$ cat config.mk
export PLATFORM = sky130hd
export DESIGN_NAME = morse_key_timer
export DESIGN_NICKNAME = d
export VERILOG_FILES = /design/src/rtl/morse_pkg.sv /design/src/rtl/morse_debounce.sv /design/src/rtl/morse_key_timer.sv
export SDC_FILE = /design/constraint.sdc
export NUM_CORES = 1
export LEC_CHECK = 0
export ABC_CLOCK_PERIOD_IN_PS = 5100
export BUFFER_PORTS_ARGS = -buffer_cell sky130_fd_sc_hd__buf_2
export CAP_MARGIN = 10
export CORE_MARGIN = 1.5
export CORE_UTILIZATION = 45
export CTS_CLUSTER_DIAMETER = 40
export CTS_CLUSTER_SIZE = 10
export DETAILED_ROUTE_END_ITERATION = 7
export HOLD_SLACK_MARGIN = 0.02
export SETUP_SLACK_MARGIN = 0.05
export SYNTH_ARGS = -nofsm -noshare
export SYNTH_HDL_FRONTEND = slang
export SYNTH_HIERARCHICAL = 1
export SYNTH_SLANG_ARGS = --single-unit
$ cat constraint.sdc
create_clock -name Clock -period 5.1 [get_ports Clock]
set_clock_uncertainty 0.05 [all_clocks]
set_input_delay 1.53 -clock Clock [delete_from_list [all_inputs] [get_ports Clock]]
set_output_delay 1.53 -clock Clock [all_outputs]
set_load 0.005 [all_outputs]
$ cat src/rtl/morse_pkg.sv
// morse_pkg
//   Shared definitions for the Morse receive path: the key-timer state
//   encoding and the default timing constants that the key timer and the
//   downstream decoder both build on.
package morse_pkg;

  typedef enum logic [1:0] {
    IDLE  = 2'd0,
    PRESS = 2'd1,
    GAP   = 2'd2,
    WGAP  = 2'd3
  } key_state_t;

  localparam int DEF_DEBOUNCE_CYCLES  = 4;
  localparam int DEF_UNIT_CYCLES      = 1000;
  localparam int DEF_DASH_UNITS       = 2;
  localparam int DEF_LETTER_GAP_UNITS = 3;
  localparam int DEF_WORD_GAP_UNITS   = 7;

endpackage

$ cat src/rtl/morse_debounce.sv
// morse_debounce
//   Two-flop synchronizer followed by a stability counter. The output only
//   follows the synchronized input after it has differed from the output for
//   DEBOUNCE_CYCLES consecutive cycles; shorter excursions are dropped.
// Ports
//   Clock  in  1  sole clock, posedge
//   Reset  in  1  synchronous, active-high
//   in     in  1  raw asynchronous level
//   out    out 1  synchronized, debounced level
module morse_debounce
  import morse_pkg::*;
#(
  parameter int DEBOUNCE_CYCLES = DEF_DEBOUNCE_CYCLES
) (
  input  logic Clock,
  input  logic Reset,
  input  logic in,
  output logic out
);

  localparam int CW = (DEBOUNCE_CYCLES > 1) ? $clog2(DEBOUNCE_CYCLES) : 1;

  logic          key_m;
  logic          key_s;
  logic [CW-1:0] db_cnt;

  always_ff @(posedge Clock) begin
    if (Reset) begin
      key_m  <= 1'b0;
      key_s  <= 1'b0;
      out    <= 1'b0;
      db_cnt <= '0;
    end else begin
      key_m <= in;
      key_s <= key_m;
      // db_cnt holds how many cycles the mismatch has already lasted; the
      // change is accepted on the DEBOUNCE_CYCLES-th mismatching cycle.
      if (key_s != out) begin
        if (db_cnt == CW'(DEBOUNCE_CYCLES - 1)) begin
          out    <= key_s;
          db_cnt <= '0;
        end else begin
          db_cnt <= db_cnt + 1'b1;
        end
      end else begin
        db_cnt <= '0;
      end
    end
  end

endmodule

$ cat src/rtl/morse_key_timer.sv
// morse_key_timer
//   Front end of the Morse receive path. Debounces the raw key, times key
//   presses and release gaps, and emits one-cycle symbol pulses (dot, dash)
//   and separator pulses (letter_end, word_end) for the decoder.
// Ports
//   Clock       in   1  sole clock, posedge
//   Reset       in   1  synchronous, active-high; aborts any press in flight
//   key         in   1  raw asynchronous key, 1 = pressed
//   key_db      out  1  debounced key level
//   dot         out  1  one-cycle pulse: a dot was keyed
//   dash        out  1  one-cycle pulse: a dash was keyed
//   letter_end  out  1  one-cycle pulse: letter gap reached after last symbol
//   word_end    out  1  one-cycle pulse: word gap reached after last symbol
module morse_key_timer
  import morse_pkg::*;
#(
  parameter int DEBOUNCE_CYCLES  = DEF_DEBOUNCE_CYCLES,
  parameter int UNIT_CYCLES      = DEF_UNIT_CYCLES,
  parameter int DASH_UNITS       = DEF_DASH_UNITS,
  parameter int LETTER_GAP_UNITS = DEF_LETTER_GAP_UNITS,
  parameter int WORD_GAP_UNITS   = DEF_WORD_GAP_UNITS
) (
  input  logic Clock,
  input  logic Reset,
  input  logic key,
  output logic key_db,
  output logic dot,
  output logic dash,
  output logic letter_end,
  output logic word_end
);

  localparam int DASH_T   = DASH_UNITS * UNIT_CYCLES;
  localparam int LETTER_T = LETTER_GAP_UNITS * UNIT_CYCLES;
  localparam int WORD_T   = WORD_GAP_UNITS * UNIT_CYCLES;
  localparam int TW       = $clog2(WORD_T + 1);

  localparam logic [TW-1:0] T_MAX = {TW{1'b1}};

  key_state_t    state, state_d;
  logic [TW-1:0] t_cnt, t_d, t_inc;
  logic          dot_d, dash_d, letter_d, word_d;

  morse_debounce #(
    .DEBOUNCE_CYCLES(DEBOUNCE_CYCLES)
  ) u_debounce (
    .Clock(Clock),
    .Reset(Reset),
    .in   (key),
    .out  (key_db)
  );

  assign t_inc = (t_cnt == T_MAX) ? t_cnt : t_cnt + 1'b1;

  // t_cnt equals the number of cycles key_db has been high (PRESS) or the
  // number of cycles since key_db fell (GAP/WGAP). Gap pulses are decided one
  // count early so they are high on the very cycle t_cnt reaches the
  // threshold; a press seen on that pulse cycle is taken one cycle later.
  always_comb begin
    state_d  = state;
    t_d      = t_cnt;
    dot_d    = 1'b0;
    dash_d   = 1'b0;
    letter_d = 1'b0;
    word_d   = 1'b0;
    case (state)
      IDLE: begin
        if (key_db) begin
          state_d = PRESS;
          t_d     = TW'(1);
        end
      end
      PRESS: begin
        if (key_db) begin
          t_d = t_inc;
        end else begin
          if (t_cnt >= TW'(DASH_T)) dash_d = 1'b1;
          else                      dot_d  = 1'b1;
          state_d = GAP;
          t_d     = TW'(1);
        end
      end
      GAP: begin
        if (key_db) begin
          state_d = PRESS;
          t_d     = TW'(1);
        end else begin
          t_d = t_inc;
          if (t_cnt == TW'(LETTER_T - 1)) begin
            letter_d = 1'b1;
            state_d  = WGAP;
          end
        end
      end
      WGAP: begin
        if (key_db) begin
          state_d = PRESS;
          t_d     = TW'(1);
        end else begin
          t_d = t_inc;
          if (t_cnt == TW'(WORD_T - 1)) begin
            word_d  = 1'b1;
            state_d = IDLE;
          end
        end
      end
      default: state_d = IDLE;
    endcase
  end

  // Registered state, counter and pulse outputs.
  always_ff @(posedge Clock) begin
    if (Reset) begin
      state      <= IDLE;
      t_cnt      <= '0;
      dot        <= 1'b0;
      dash       <= 1'b0;
      letter_end <= 1'b0;
      word_end   <= 1'b0;
    end else begin
      state      <= state_d;
      t_cnt      <= t_d;
      dot        <= dot_d;
      dash       <= dash_d;
      letter_end <= letter_d;
      word_end   <= word_d;
    end
  end

endmodule

==> results.md, run 1 <==
- Status: completed
- CTS buffer count: 3
- CP bufs+invs: 1
- Synth Instances: 134
- Clk root buf: clkbuf_4
- Crit Path Category: reg2out
- Initial Util: 46.5%
- Clock Tree Buf Depth: 2
- DR vias: 1073
- Gr ovfl total: 0
- Layout Nets: 148
- Static leakage: 0.439 nW
- Final HPWL DP: 1800 µm
- Synth async-reset ratio: 0%
- Hold WS: approximately 0.39 ns
- Layout fillers: 278
- GP Congestion: 0.859
- Worst slew pin tran: around 0.77 ns
- Slew HR: around 50%
- Setup crit end kind: output pin
- CP top delay family: flip-flops
- # diodes: 0
- Net Count, Synth: 140
- Core Util, Final: roughly half
- DRC Markers: 0
- Yosys reg bits: 24
- Top cells by area, synth: dfxtp_1, a21oi_1, nand3_1, o31ai_1, or4_1
- Die area: ~3100 µm²
- Worst-Skew Late Latency: 0.33 ns
- Pwr/cell area: 247 nW/µm²
- Total number of yosys warnings: 6
- Htree depth: 1
- Port Buffers: 7
- Placed Area: 1300 µm²
- R2r setup slk: between 2 and 3 ns
- Fmax: 378 MHz
- Post-synth top flop: dfxtp_1
- Area Growth Syn to Fin: 7.65%
- Startpoint types: flip-flop
- CP Data Required Time: ~3.5 ns
- Post-synth top area share: 38.1%
- Rows: 19
- Number of DRC markers in iteration 0: 39
- Die H: ~56 µm
- Total negative slack: 0 ns
- Drt via density: 6.24
- VDD IR max: 118 µV
- Core box area: 2710 µm²
- Number of global-route vias before repair: 987
- Resize count post-CTS: 0
- WL final: 2560 µm
- Post-synth top area cell: dfxtp_1
- Post-layout min period: 2.65 ns
- Syn avg cell area: 9.40 µm²
- DRT Pass-1 Iters: 4
- Antenna violations before repair: 0
- GRT Overall Usage: 17.9%
- Final Max Slew Viols: 0
- DR WL/cell: approximately 15 µm
- Post-CTS setup buffers: 0
- I/O Pins: 8
- Final Hold Vio Count: 0
- Tcrit/Tclk final: 51.9%
- Final instance area: 1360 µm²
- CP Max Fanout: 10
- Critical path arrival: 1.07 ns
- Clock-pin slew on the worst setup and hold paths: 0.13 ns
- Unique masters post-synth: 44
- Pin count of the biggest net entering global routing: 16
- Max_cap viols: 0
- Hold_buf cts: 0
- Sequential area share after synthesis: between 30% and 40%
- CTS Sinks: 24
- First-pass GRT wire length: 4440 µm
- Die X: 55.9 µm
- CP cell instances: buf_2
- CP max stage delay: 0.57 ns
- HP Class: reg2reg
- Slowest CP cell: dfxtp_1
- Layout cells sized above 1: 15.6%
- Final setup viols: 0
- DRT antenna net count: 0
- Post-synth EDFFs: 0
- TritonCTS clock tree: built
- Mapped cell area: 1260 µm²
- Unrepaired setup endpoints after global routing: false
## cell usage after synthesis, types with 2 or more instances
cell type   n
nor4_1      3
o31ai_1     6
xnor2_1     2
nor2b_1     4
dfxtp_1    24
o21ai_0     4
ha_1        3
a21oi_1    11
nor3_1      3
nand3b_1    2
nand2_1     6
o211ai_1    3
buf_4       2
nand3_1    10
nor2_1      7
nand4_1     2
or3_1       2
or4_1       6
inv_1       7
nand4b_1    2
mux2i_1     2
## cells in the final DEF, fill, tap and decap left out, types with 2 or more instances in the layout
master and instances:
dfxtp_1 24, clkbuf_4 3, inv_1 7, o31ai_1 6
o21ai_0 4, or4_1 6, or3_1 2, nor4_1 3
nand3b_1 2, o211ai_1 3, xnor2_1 2, nor2b_1 4
nor3_1 3, a21oi_1 11, nand4b_1 2, buf_2 7
nand3_1 10, mux2i_1 2, nand4_1 2, nor2_1 7
nand2_1 6, ha_1 3
## per-stage QoR
| step | setup slack, ns | power, W | std cells |
|---|---|---|---|
| 6_report | 2.45 | 0.000335 | 172 |
| 5_1_grt | 2.37 | 0.000348 | 172 |
| 4_1_cts | 2.44 | 0.000337 | 172 |
| 3_5_place_dp | 2.53 | 0.000199 | 168 |
| 3_3_place_gp | 2.54 | 0.000199 | 168 |
| 2_1_floorplan | 2.93 | 0.000196 | 134 |
## routing by layer
layer	GRT usage, %	share of wire [%]	vias up
li1	-	-	530
met1	24.5	50	510
met2	28.4	44	28
met3	2.79	3.9	5
met4	7.14	1.6	0
met5	0	0	-
## worst paths after layout
check | from | end | cells past startpoint
setup reg to reg | t_cnt[1]$_SDFFE_PP0P_ | t_cnt[0]$_SDFFE_PP0P_ | 5
hold reg to reg | u_debounce/db_cnt[0]$_SDFF_PP0_ | u_debounce/db_cnt[0]$_SDFF_PP0_ | 1
hold / removal | u_debounce/db_cnt[0]$_SDFF_PP0_ | u_debounce/db_cnt[0]$_SDFF_PP0_ | 1
setup / recovery | u_debounce/out$_SDFFE_PP0P_ | key_db | 1
## logic make-up (layout without fill, tap and decap cells)
kind of cell	after synthesis	count (layout)	synth area share [%]
flip-flops	24	24	38.1
XOR/XNOR	2	2	1.39
AO/OA/AOI/OAI	33	33	19.7
AND/OR/NAND/NOR	59	59	31.8
adder cells (fa/ha/maj)	3	3	2.98
buffers and inverters	11	18	4.47
multiplexers	2	2	1.59
## final cells by class
cell class,count,area (µm²),share of cell area (%)
well taps,31,38.8,2.86
clock buffers,3,22.5,1.66
repair buffers,7,35.0,2.58
flip-flops and latches,24,480,35.4
inverters,7,26.3,1.94
clock inverters,1,30.0,2.21
multi-input cells,99,723,53.3
## sequential cells by signal, summed over array words and instances (netlist names)
name	flops
t_cnt	13
state	2
u_debounce/db_cnt	2
dash	1
dot	1
letter_end	1
u_debounce/key_m	1
u_debounce/key_s	1
u_debounce/out	1
word_end	1
## report_power, final
group / internal, W / switching (W) / total (W)
registers: 0.000188 / 0.000000371 / 0.000189
logic: 0.00000188 / 0.00000422 / 0.00000610
clock network: 0.0000795 / 0.0000607 / 0.000140
No activity file was read; power rests on OpenSTA's default activity.
==> inputs of run 2 (changes only) <==
--- a/config.mk
+++ b/config.mk
@@ -5,7 +5,7 @@
 export SDC_FILE = /design/constraint.sdc
 export NUM_CORES = 1
 export LEC_CHECK = 0
-export ABC_CLOCK_PERIOD_IN_PS = 5100
+export ABC_CLOCK_PERIOD_IN_PS = 2400
 export BUFFER_PORTS_ARGS = -buffer_cell sky130_fd_sc_hd__buf_2
 export CAP_MARGIN = 10
 export CORE_MARGIN = 1.5
==> constraint.sdc (replaced) <==
create_clock -name Clock -period 2.4 [get_ports Clock]
set_clock_uncertainty 0.05 [all_clocks]
set_input_delay 0.72 -clock Clock [delete_from_list [all_inputs] [get_ports Clock]]
set_output_delay 0.72 -clock Clock [all_outputs]
set_load 0.005 [all_outputs]
==> run 2 against run 1 <==
First-iteration DRC count is 18% lower. Global-route usage is 0.46 points higher. Die area stayed put. Critical endpoint is now t_cnt[0]$_SDFFE_PP0P_.
==> results.md, run 2 (synthesis results as in run 1) <==
- Worst-Skew Late Latency: 0.31 ns
- Antenna violations before repair: 0
- Pwr/cell area: 443 nW/µm²
- Final Hold Vio Count: 0
- Static leakage: 0.431 nW
- GRT Overall Usage: 18.4%
- Clk root buf: clkbuf_4
- I/O Pins: 8
- R2r worst-path depth: 6
- Setup crit end kind: flip-flop
- HP Class: reg2reg
- Tcrit/Tclk final: 82.5%
- Slew HR: 51.8%
- Number of global-route vias before repair: between 1000 and 1500
- Die X: 55.9 µm
- Layout Nets: 149
- VDD IR max: 303 µV
- Initial Util: 46.5%
- Htree depth: 1
- Most common cell after layout, fill and taps aside: dfxtp_1
- CP max stage delay: 0.42 ns
- Total negative slack: 0 ns
- CP Max Fanout: 15
- Final setup viols: 0
- Status: completed
- CP cell instances: ha_1 > inv_1 > nor4_4 > buf_4 > a211oi_2 > a2111oi_4
- Most flops, register: t_cnt
- Commonest non-fill, non-tap cells in the layout: dfxtp_1, a21oi_1, nand3_1
- # diodes: 0
- Hold_buf cts: 0
- WL final: between 2000 and 3000 µm
- DR vias: roughly 1100
- Area Growth Syn to Fin: 5.86%
- Rows: 19
- Layout cells sized above 1: 15.6%
- GP Congestion: approximately 0.84
- Worst setup startpoint: t_cnt[1]$_SDFFE_PP0P_
- Post-CTS setup buffers: 0
- Pin count of the biggest net entering global routing: 16
- DRC Markers: 0
- Startpoint types: flip-flop
- Gr ovfl total: 0
- Worst path depth: 6
- Largest register FFs: 13
- Clock Tree Buf Depth: 2
- Drt via density: 6.16
- Crit Path Category: reg2reg
- Die area: 3130 µm²
- TritonCTS clock tree: built
- DRT Pass-1 Iters: 4
- Post-layout min period: 1.98 ns
- Critical path arrival: 2.16 ns
- Final HPWL DP: 1860 µm
- DRT antenna net count: 0
- Top flop regs: t_cnt: 13 flops, state: 2 flops, u_debounce/db_cnt: 2 flops
- Port Buffers: 7
- CTS Sinks: 24
- Resize count post-CTS: 0
- Core box area: 2710 µm²
- Worst R2R Start: t_cnt[1]$_SDFFE_PP0P_
- Clock-pin slew on the worst setup and hold paths: around 0.13 ns
- Unrepaired setup endpoints after global routing: false
- Die H: 55.9 µm
- Core Util, Final: between 40% and 50%
- Fmax: 505 MHz
- Hold Path Depth: 1
- Placed Area: 1310 µm²
- First-pass GRT wire length: roughly 4600 µm
- Final instance area: about 1300 µm²
- Hold_sp: u_debounce/db_cnt[0]$_SDFF_PP0_
- DR WL/cell: ~15 µm
- CP bufs+invs: 2
- CP top delay family: flip-flops
- Worst slew pin tran: 0.722 ns
- Max_cap viols: 0
- Number of DRC markers in iteration 0: 32
- Final Max Slew Viols: 0
- Layout fillers: 270
- CTS buffer count: 3
- Slowest CP cell: dfxtp_1
- CP Data Required Time: ~2.6 ns
-- run 2: changes by cell type in the layout (fill, tap and decap cells not counted) --
cell       previous run  this run
bufinv_16             1         0
buf_4                 0         1
-- run 2: layout make-up --
cell class | instances | area (µm²) | share of cell area [%]
clock buffers | 3 | 22.5 | 1.69
inverters | 7 | 26.3 | 1.97
multi-input cells | 99 | 723 | 54.2
flip-flops and latches | 24 | 480 | 36.0
well taps | 31 | 38.8 | 2.91
repair buffers | 8 | 42.5 | 3.19
-- run 2: metal layers --
layer  global-route usage [%]  part of all wire, %  vias up
met1                     24.2                   45      501
met4                     8.84                  1.6        0
met3                     3.49                  5.2        5
met2                     28.9                   48       24
li1                         -                    -      530
met5                        0                    0        -
-- run 2: final timing paths --
path	endpoint	slack, ns
worst max-delay path	t_cnt[0]$_SDFFE_PP0P_	0.42
worst max register to register	t_cnt[0]$_SDFFE_PP0P_	0.42
worst min-delay path	u_debounce/db_cnt[0]$_SDFF_PP0_	0.39
worst min register to register	u_debounce/db_cnt[0]$_SDFF_PP0_	0.39
-- run 2: stage by stage --
step                hold WS, ns  std cells  worst slack, ns  power [W]
floorplan                 0.354        134            0.666   0.000417
global placement          0.367        169            0.574   0.000423
detailed placement        0.378        169            0.449   0.000423
CTS                       0.399        172            0.411   0.000596
global route              0.421        172            0.270   0.000612
finish                    0.392        172            0.420   0.000591
-- run 2: power by group --
group | internal [W] | switching [W] | leakage (nW)
combinational | 0.00000400 | 0.00000897 | 0.223
clock | 0.0000588 | 0.000118 | 0.0138
sequential | 0.000400 | 0.000000813 | 0.194
